**config.mk**
```make
export PLATFORM = sky130hd
export DESIGN_NAME = logic_pipe_unit
export DESIGN_NICKNAME = d
export VERILOG_FILES = /design/src/rtl/logic_pipe_pkg.sv /design/src/rtl/logic_pipe_fn.sv /design/src/rtl/logic_pipe_unit.sv
export SDC_FILE = /design/constraint.sdc
export NUM_CORES = 1
export LEC_CHECK = 0
export ABC_AREA = 0
export ABC_CLOCK_PERIOD_IN_PS = 3030
export BUFFER_PORTS_ARGS = -buffer_cell sky130_fd_sc_hd__clkbuf_2
export CAP_MARGIN = 0
export CORE_MARGIN = 3
export CORE_UTILIZATION = 30
export CTS_BUF_LIST = sky130_fd_sc_hd__clkbuf_2
export CTS_CLUSTER_SIZE = 25
export DETAILED_ROUTE_END_ITERATION = 16
export GPL_TIMING_DRIVEN = 0
export PLACE_DENSITY = 0.55
export RECOVER_POWER = 100
export SYNTH_ARGS = -nofsm -noshare
export SYNTH_HDL_FRONTEND = slang
export SYNTH_SLANG_ARGS = --single-unit
```
**constraint.sdc**
```tcl
create_clock -name clk -period 3.03 [get_ports clk]
set_input_delay 0.4545 -clock clk [delete_from_list [all_inputs] [get_ports clk]]
set_output_delay 0.4545 -clock clk [all_outputs]
set_load 0.03 [all_outputs]
```
**src/rtl/logic_pipe_pkg.sv**
```systemverilog
// Shared definitions for the pipelined AND/XOR logic unit.
// Mode encodings for the E result and the per-bit E evaluator.
// Used by the stage-2 evaluator; no state lives here.
package logic_pipe_pkg;

  localparam logic [1:0] MODE_XOR  = 2'd0;
  localparam logic [1:0] MODE_OR   = 2'd1;
  localparam logic [1:0] MODE_XNOR = 2'd2;
  localparam logic [1:0] MODE_ANDN = 2'd3;

  // One bit of E from operand a and the pre-combined b&c term.
  function automatic logic e_sel(input logic [1:0] m, input logic a, input logic bc);
    logic r;
    r = 1'b0;
    case (m)
      MODE_XOR:  r = a ^ bc;
      MODE_OR:   r = a | bc;
      MODE_XNOR: r = ~(a ^ bc);
      MODE_ANDN: r = a & ~bc;
      default:   r = 1'b0;
    endcase
    return r;
  endfunction

endpackage

```
**src/rtl/logic_pipe_fn.sv**
```systemverilog
// Combinational evaluator of D = a & bc and E = f(mode, a, bc).
// Latency: zero (pure combinational), sits in front of the stage-2 registers.
// Backpressure: none; the caller decides when the results are captured.
module logic_pipe_fn
  import logic_pipe_pkg::*;
#(
  parameter int WIDTH = 8
) (
  input  logic [WIDTH-1:0] a_i,
  input  logic [WIDTH-1:0] bc_i,
  input  logic [1:0]       mode_i,
  output logic [WIDTH-1:0] d_o,
  output logic [WIDTH-1:0] e_o
);

  // Bitwise evaluation; the mode applies uniformly across all bits.
  always_comb begin
    d_o = a_i & bc_i;
    e_o = '0;
    for (int i = 0; i < WIDTH; i++) begin
      e_o[i] = e_sel(mode_i, a_i[i], bc_i[i]);
    end
  end

endmodule

```
**src/rtl/logic_pipe_unit.sv**
```systemverilog
// Two-stage pipelined D = A&B&C / mode-selected E unit with nonzero-D event counter.
// Latency: operands accepted at edge N appear on D/E with out_valid after edge N+1.
// Backpressure: full valid/ready; in_ready falls combinationally when both stages are held.
module logic_pipe_unit
  import logic_pipe_pkg::*;
#(
  parameter int WIDTH = 8,
  parameter int CNT_W = 16
) (
  input  logic             clk,
  input  logic             rst_n,
  input  logic             in_valid,
  output logic             in_ready,
  input  logic [WIDTH-1:0] A,
  input  logic [WIDTH-1:0] B,
  input  logic [WIDTH-1:0] C,
  input  logic [1:0]       mode,
  output logic             out_valid,
  input  logic             out_ready,
  output logic [WIDTH-1:0] D,
  output logic [WIDTH-1:0] E,
  input  logic             cnt_clr,
  output logic [CNT_W-1:0] nz_cnt
);

  logic             v1_q;
  logic [WIDTH-1:0] a1_q;
  logic [WIDTH-1:0] bc1_q;
  logic [1:0]       mode1_q;

  logic             v2_q;
  logic [WIDTH-1:0] d_q;
  logic [WIDTH-1:0] e_q;

  logic [CNT_W-1:0] cnt_q;
  logic [CNT_W-1:0] cnt_d;

  logic             adv1;
  logic             adv2;
  logic             out_fire;
  logic [WIDTH-1:0] d_nxt;
  logic [WIDTH-1:0] e_nxt;

  // A stage may advance when it is empty or the stage after it is moving.
  assign adv2     = !v2_q || out_ready;
  assign adv1     = !v1_q || adv2;
  assign in_ready = adv1;
  assign out_fire = v2_q && out_ready;

  // Stage 1: capture A, the pre-reduced B&C and the mode of this transaction.
  always_ff @(posedge clk or negedge rst_n) begin
    if (!rst_n) begin
      v1_q    <= 1'b0;
      a1_q    <= '0;
      bc1_q   <= '0;
      mode1_q <= MODE_XOR;
    end else if (adv1) begin
      v1_q <= in_valid;
      if (in_valid) begin
        a1_q    <= A;
        bc1_q   <= B & C;
        mode1_q <= mode;
      end
    end
  end

  logic_pipe_fn #(
    .WIDTH(WIDTH)
  ) u_fn (
    .a_i   (a1_q),
    .bc_i  (bc1_q),
    .mode_i(mode1_q),
    .d_o   (d_nxt),
    .e_o   (e_nxt)
  );

  // Stage 2: register results; bubbles move v2 but leave D/E untouched.
  always_ff @(posedge clk or negedge rst_n) begin
    if (!rst_n) begin
      v2_q <= 1'b0;
      d_q  <= '0;
      e_q  <= '0;
    end else if (adv2) begin
      v2_q <= v1_q;
      if (v1_q) begin
        d_q <= d_nxt;
        e_q <= e_nxt;
      end
    end
  end

  // Counter next state: clear wins, otherwise saturating increment on a nonzero-D delivery.
  always_comb begin
    cnt_d = cnt_q;
    if (cnt_clr) begin
      cnt_d = '0;
    end else if (out_fire && (d_q != '0) && (cnt_q != {CNT_W{1'b1}})) begin
      cnt_d = cnt_q + CNT_W'(1);
    end
  end

  // Counter register.
  always_ff @(posedge clk or negedge rst_n) begin
    if (!rst_n) begin
      cnt_q <= '0;
    end else begin
      cnt_q <= cnt_d;
    end
  end

  assign out_valid = v2_q;
  assign D         = d_q;
  assign E         = e_q;
  assign nz_cnt    = cnt_q;

endmodule

```
; After elaboration in Yosys (flattened, before gate mapping)
; Cells that the tools add are included.
[totals]
register_bits = 52
inputBits = 31
out_inout_bits = 34
word_cells = 77
[classes]
addsub = 1
n_eq_ne = 4
muxes = 10
n_bitwise = 42
reduce_logical = 12
[ops]
columns = op, count
row1 = $mux W16, 2
row2 = $pmux W1 S4, 8
row3 = $add A16 B1 Y16 const B, 1
row4 = $and A8 B8 Y8, 2
row5 = $ne A16 B16 Y1 const B, 1
row6 = $not A1 Y1, 16
row7 = $and A1 B1 Y1, 8
row8 = $or A1 B1 Y1, 8
row9 = $reduce_bool A8 Y1, 1
row10 = $xor A1 B1 Y1, 8
row11 = $eq A2 B2 Y1 const B, 2
row12 = $reduce_and A2 Y1, 2
row13 = $logic_and A1 B1 Y1, 3
row14 = $eq A2 B1 Y1 const B, 1
row15 = $logic_not A1 Y1, 2
row16 = $logic_not A2 Y1, 1
row17 = $logic_or A1 B1 Y1, 2
row18 = $reduce_bool A2 Y1, 1

; Depth between registers and ports, before layout
[depth]
depth_word = 5
depth_mapped = 7
depth_no_buf = 6

; Hierarchy
; Synthesis repeated with hierarchy kept, for this count alone.
[unflattened]
hier_cells = 288
area_unflattened_um2 = 2984.1
[by_module_without_submodules]
columns = mod, instances, cells_per_inst, area_each_um2
row1 = logic_pipe_unit, 1, 207, 2406.1
row2 = logic_pipe_fn, 1, 81, 578.1

; Worst setup path before layout
; No wires, ideal clock.
[synth_timing]
path_kind = register to register
from = reg v2_q (netlist: out_valid)
to = reg a1_q[3]
arrival_time_ns = 1.863
required_ns = 2.905
setup_slack_ns = 1.043
stages_incl_launch_ff = 5
path_cell_list = dfrtp_1 > nand3b_1 > nand2_1 > clkbuf_1 > mux2_2
[synth_via]
elab_chain_cells = 4
[synth_lines]
columns = item, line
row1 = start: declaration, logic_pipe_unit.sv:31  ; logic v2_q;
row2 = start signal: assignment, logic_pipe_unit.sv:84  ; v2_q <= v1_q;
row3 = $logic_not A1 Y1, logic_pipe_unit.sv:45  ; assign adv2 = !v2_q || out_ready;
row4 = $logic_or A1 B1 Y1, logic_pipe_unit.sv:45
row5 = $logic_or A1 B1 Y1, logic_pipe_unit.sv:46  ; assign adv1 = !v1_q || adv2;
row6 = net in_ready, logic_pipe_unit.sv:13  ; output logic in_ready,
row7 = $reduce_and A2 Y1 (no source line), -
row8 = end signal: assignment, logic_pipe_unit.sv:54  ; a1_q <= '0;
row9 = end signal: assignment, logic_pipe_unit.sv:60  ; a1_q <= A;
row10 = end: declaration, logic_pipe_unit.sv:27  ; logic [WIDTH-1:0] a1_q;
; The timed path passes the listed nets, and every way through them passes these cells.
; A chain may end at the register's enable or synchronous reset.

; Worst setup path after layout
[layout_timing]
from = reg d_q[5] (netlist: D[5])
to = reg cnt_q[15] (netlist: nz_cnt[15])
[layout_via]
elab_chain_cells = 4
[layout_lines]
columns = item, line
row1 = start: declaration, logic_pipe_unit.sv:32  ; logic [WIDTH-1:0] d_q;
row2 = start signal: assignment, logic_pipe_unit.sv:86  ; d_q <= d_nxt;
row3 = $reduce_bool A8 Y1, logic_pipe_unit.sv:97  ; end else if (out_fire && (d_q != '0) && (cnt_q != {CNT_W{1'b1}})) begin
row4 = $logic_and A1 B1 Y1 (2 in a row), logic_pipe_unit.sv:97
row5 = $reduce_bool A2 Y1 (no source line), -
row6 = end signal: assignment, logic_pipe_unit.sv:107  ; cnt_q <= cnt_d;
row7 = end: declaration, logic_pipe_unit.sv:35  ; logic [CNT_W-1:0] cnt_q;
; Every way passes these cells.

==> flow_summary.ini <==
[clock_tree]
tritoncts = yes
cts_inserted_buffers = 5
cts_post_setup_buffers_inserted = 0
cts_hold_buffers = 0
clk_transition_reported_paths_ns = 0.31
cts-resized-gates = 0
ctsHtreeMaxLevel = 2
clock_tree.root_cell = sky130_fd_sc_hd__clkbuf_2
clockBufferDepth = 2
numClockSinks = 52
insertion_delay_ns = 0.46

[route]
via_count = 2308
drt_wl_total_mm = 6.51
firstDrtPassIters = 4
drt.antenna.violating_nets = 0
drt_first_iter_violations = 52
wire_per_inst_um = 13.4
detail_route.drc_violations = 0
via_per_inst = 4.76

[sta]
timing.final.hold_violations = 0
setup_tns_ns = 0
layout_worst_path_cycle_share_pct = 76.0
period_needed_ns = 2.30
clock-skew-final_ns = 0.0319
grt_setup_unrepaired = no
worst-slew-pin-transition_ns = 1.57
fmax_mhz = 434
pins_over_their_slew_limit = 28
setup_viol = 0
maxSlewHeadroom_pct = -4.45

[run_status]
run_status = finished with violations
failing_checks = capacitance limit, slew limit

[yosys]
syn-mean-instance-area_um2 = 10.3
synth.net_count = 339
synth-main-ff-cell = sky130_fd_sc_hd__dfrtp_1
fraction_of_synthesized_cell_area_taken_by_the_top_area_cell_type_pct = 44.8
postSynth.asyncResetShare_pct = 100
sequential_area_share_after_synthesis_pct = 44.8
synth.lib_cells_used.distinct = 43
syn_inst = 283
seq_cells_post_synth = 52
synth_enable_flop_cells = 0
post_synth_instance_area_um2 = 2900
post_synth_main_area_contributors = sky130_fd_sc_hd__dfrtp_1, sky130_fd_sc_hd__ha_1, sky130_fd_sc_hd__mux2_2, sky130_fd_sc_hd__nand2_1, sky130_fd_sc_hd__a21oi_1
synth_area_leader_cell = sky130_fd_sc_hd__dfrtp_1
ys.warnings.count = 0

[floorplan]
die_h_um = 104
floorplan.initialDensity_pct = 31.1
die_width_um = 104
io_pins = 65
core.rowCount = 35
design.core.area_um2 = 9330
design.die.area_um2 = 10900

[critical_path]
critical_path.cell_chain = or4_1 -> o2111ai_1 -> clkbuf_1 -> nor4_1 -> a211oi_2
worst-setup-path-type = flop to flop
ff2ff_setup_slack_ns = 0.73
critical_path.max_fanout = 10
timing.critical_path.to_type = flop
cp_data_required_time_ns = 3.41
worst_path_cell_with_the_longest_stage_delay = sky130_fd_sc_hd__or4_1
critical_path.max_stage_delay_ns = 0.64
worst_ep_arrival_time_ns = 2.68
setup.worst_path.start_class = flop

[placement]
dp.final_hpwl_mm = 4.90
place.gp.congestion = 0.820
placed_cells_incl_taps = 475
place.port_buffers = 63

[layout]
layout.cells.most_common_list = sky130_fd_sc_hd__dfrtp_1, sky130_fd_sc_hd__clkbuf_1, sky130_fd_sc_hd__clkbuf_2, sky130_fd_sc_hd__nand2_1, sky130_fd_sc_hd__ha_1
n_fill_cell = 1000
final_net_count = 411
area_growth_syn_to_layout_pct = 16.9
final_cell_count_no_fill = 485
antennaDiodeCount = 0
layout.cells.most_common = sky130_fd_sc_hd__dfrtp_1
final_layout_size_suffix_gt1_share_pct = 19.4

[pwr]
power.leakage_nw = 1.56
power.density_cell_area_nw_per_um2 = 488
worst_vdd_rail_ir_drop_v = 0.000150

[run]
drv.max_cap_violation_count = 1

[grt]
grt_start_max_net_pins = 53
track_usage_pct = 12.0
grt_pass1_vias = 2136
number_of_antenna_violations_at_the_first_check_in_global_routing = 0
grt_remaining_overflow = 0
grt_first_pass_wirelength_mm = 10.8

[min_path]
hold_path_class = input pin to flop
cells in the mapped netlist, types with 2 or more instances:
cell type	n
sky130_fd_sc_hd__a211oi_1	8
sky130_fd_sc_hd__a21o_1	8
sky130_fd_sc_hd__a21oi_1	21
sky130_fd_sc_hd__and2_1	2
sky130_fd_sc_hd__and3_1	3
sky130_fd_sc_hd__buf_1	2
sky130_fd_sc_hd__buf_6	3
sky130_fd_sc_hd__clkbuf_1	9
sky130_fd_sc_hd__dfrtp_1	52
sky130_fd_sc_hd__ha_1	25
sky130_fd_sc_hd__inv_1	18
sky130_fd_sc_hd__mux2_2	18
sky130_fd_sc_hd__nand2_1	31
sky130_fd_sc_hd__nand2b_1	3
sky130_fd_sc_hd__nand3_1	6
sky130_fd_sc_hd__nand4_1	3
sky130_fd_sc_hd__nor2_1	9
sky130_fd_sc_hd__nor4_1	2
sky130_fd_sc_hd__o21ai_0	20
sky130_fd_sc_hd__o31ai_1	8
sky130_fd_sc_hd__or3_1	2
sky130_fd_sc_hd__or4_1	7
sky130_fd_sc_hd__or4_2	2
sky130_fd_sc_hd__or4_4	2
final cells by class:
class | count | area (µm²) | area share [%]
repair buffers | 65 | 302 | 8.89
clock inverters | 3 | 26.3 | 0.775
multi-input cells | 197 | 1440 | 42.3
well taps | 129 | 161 | 4.76
plain buffers | 16 | 72.6 | 2.14
inverters | 18 | 67.6 | 1.99
clock buffers | 5 | 25.0 | 0.738
flip-flops and latches | 52 | 1300 | 38.4
critical path: cells and delay by family (launching register included):
family,cells,cell delay [ns]
buffers and inverters,1,0.42
AO/OA/AOI/OAI,2,0.58
flip-flops,1,0.46
AND/OR/NAND/NOR,2,0.76
state kept, by name, indices dropped and copies added (netlist names):
signal / cells
v1_q: 1
mode1_q: 2
E: 8
bc1_q: 8
out_valid: 1
nz_cnt: 16
D: 8
a1_q: 8
final timing paths:
kind / start / endpoint / depth (start not counted)
hold reg to reg: E[5]$_DFFE_PN0P_ / E[5]$_DFFE_PN0P_ / 2
hold / removal: C[7] / bc1_q[7]$_DFFE_PN0P_ / 3
max in group asynchronous: rst_n / nz_cnt[3]$_DFFE_PN0P_ / 2
min in group asynchronous: rst_n / bc1_q[3]$_DFFE_PN0P_ / 2
setup reg to reg: D[5]$_DFFE_PN0P_ / nz_cnt[15]$_DFFE_PN0P_ / 5
setup / recovery: D[5]$_DFFE_PN0P_ / nz_cnt[15]$_DFFE_PN0P_ / 5
stage by stage:
stage,total power [mW],util [%],hold WS [ns],area (µm²),worst slack [ns]
floorplan,1.21,-,0.159,2900,1.04
global placement,1.38,36.2,0.466,3380,1.01
detailed placement,1.39,36.2,0.478,3380,1.03
CTS,1.71,36.8,0.131,3430,1.06
global route,1.78,36.4,0.0869,3390,0.538
finish,1.65,36.4,0.160,3390,0.727
per-layer routing:
| metal | GRT usage (%) | up-vias | share of wire (%) |
|---|---|---|---|
| met5 | 0 | - | 0 |
| met4 | 3.04 | 0 | 0.65 |
| met3 | 2.55 | 2 | 4.5 |
| met2 | 20.2 | 57 | 48 |
| met1 | 15.7 | 1090 | 47 |
| li1 | - | 1159 | - |
power by group:
part           total [mW]  switching (mW)  internal (mW)  leakage, nW
clock               0.306           0.242         0.0642       0.0335
combinational       0.499           0.325          0.174        0.854
sequential          0.849          0.0704          0.779        0.673
cell families after synthesis:
family          synth area share, %
buf+inv                        5.34
mux                            7.37
simple gates                   15.6
flops                          44.8
fa+ha+maj                      10.8
compound gates                 16.0
No activity file was read; power rests on OpenSTA's default activity.
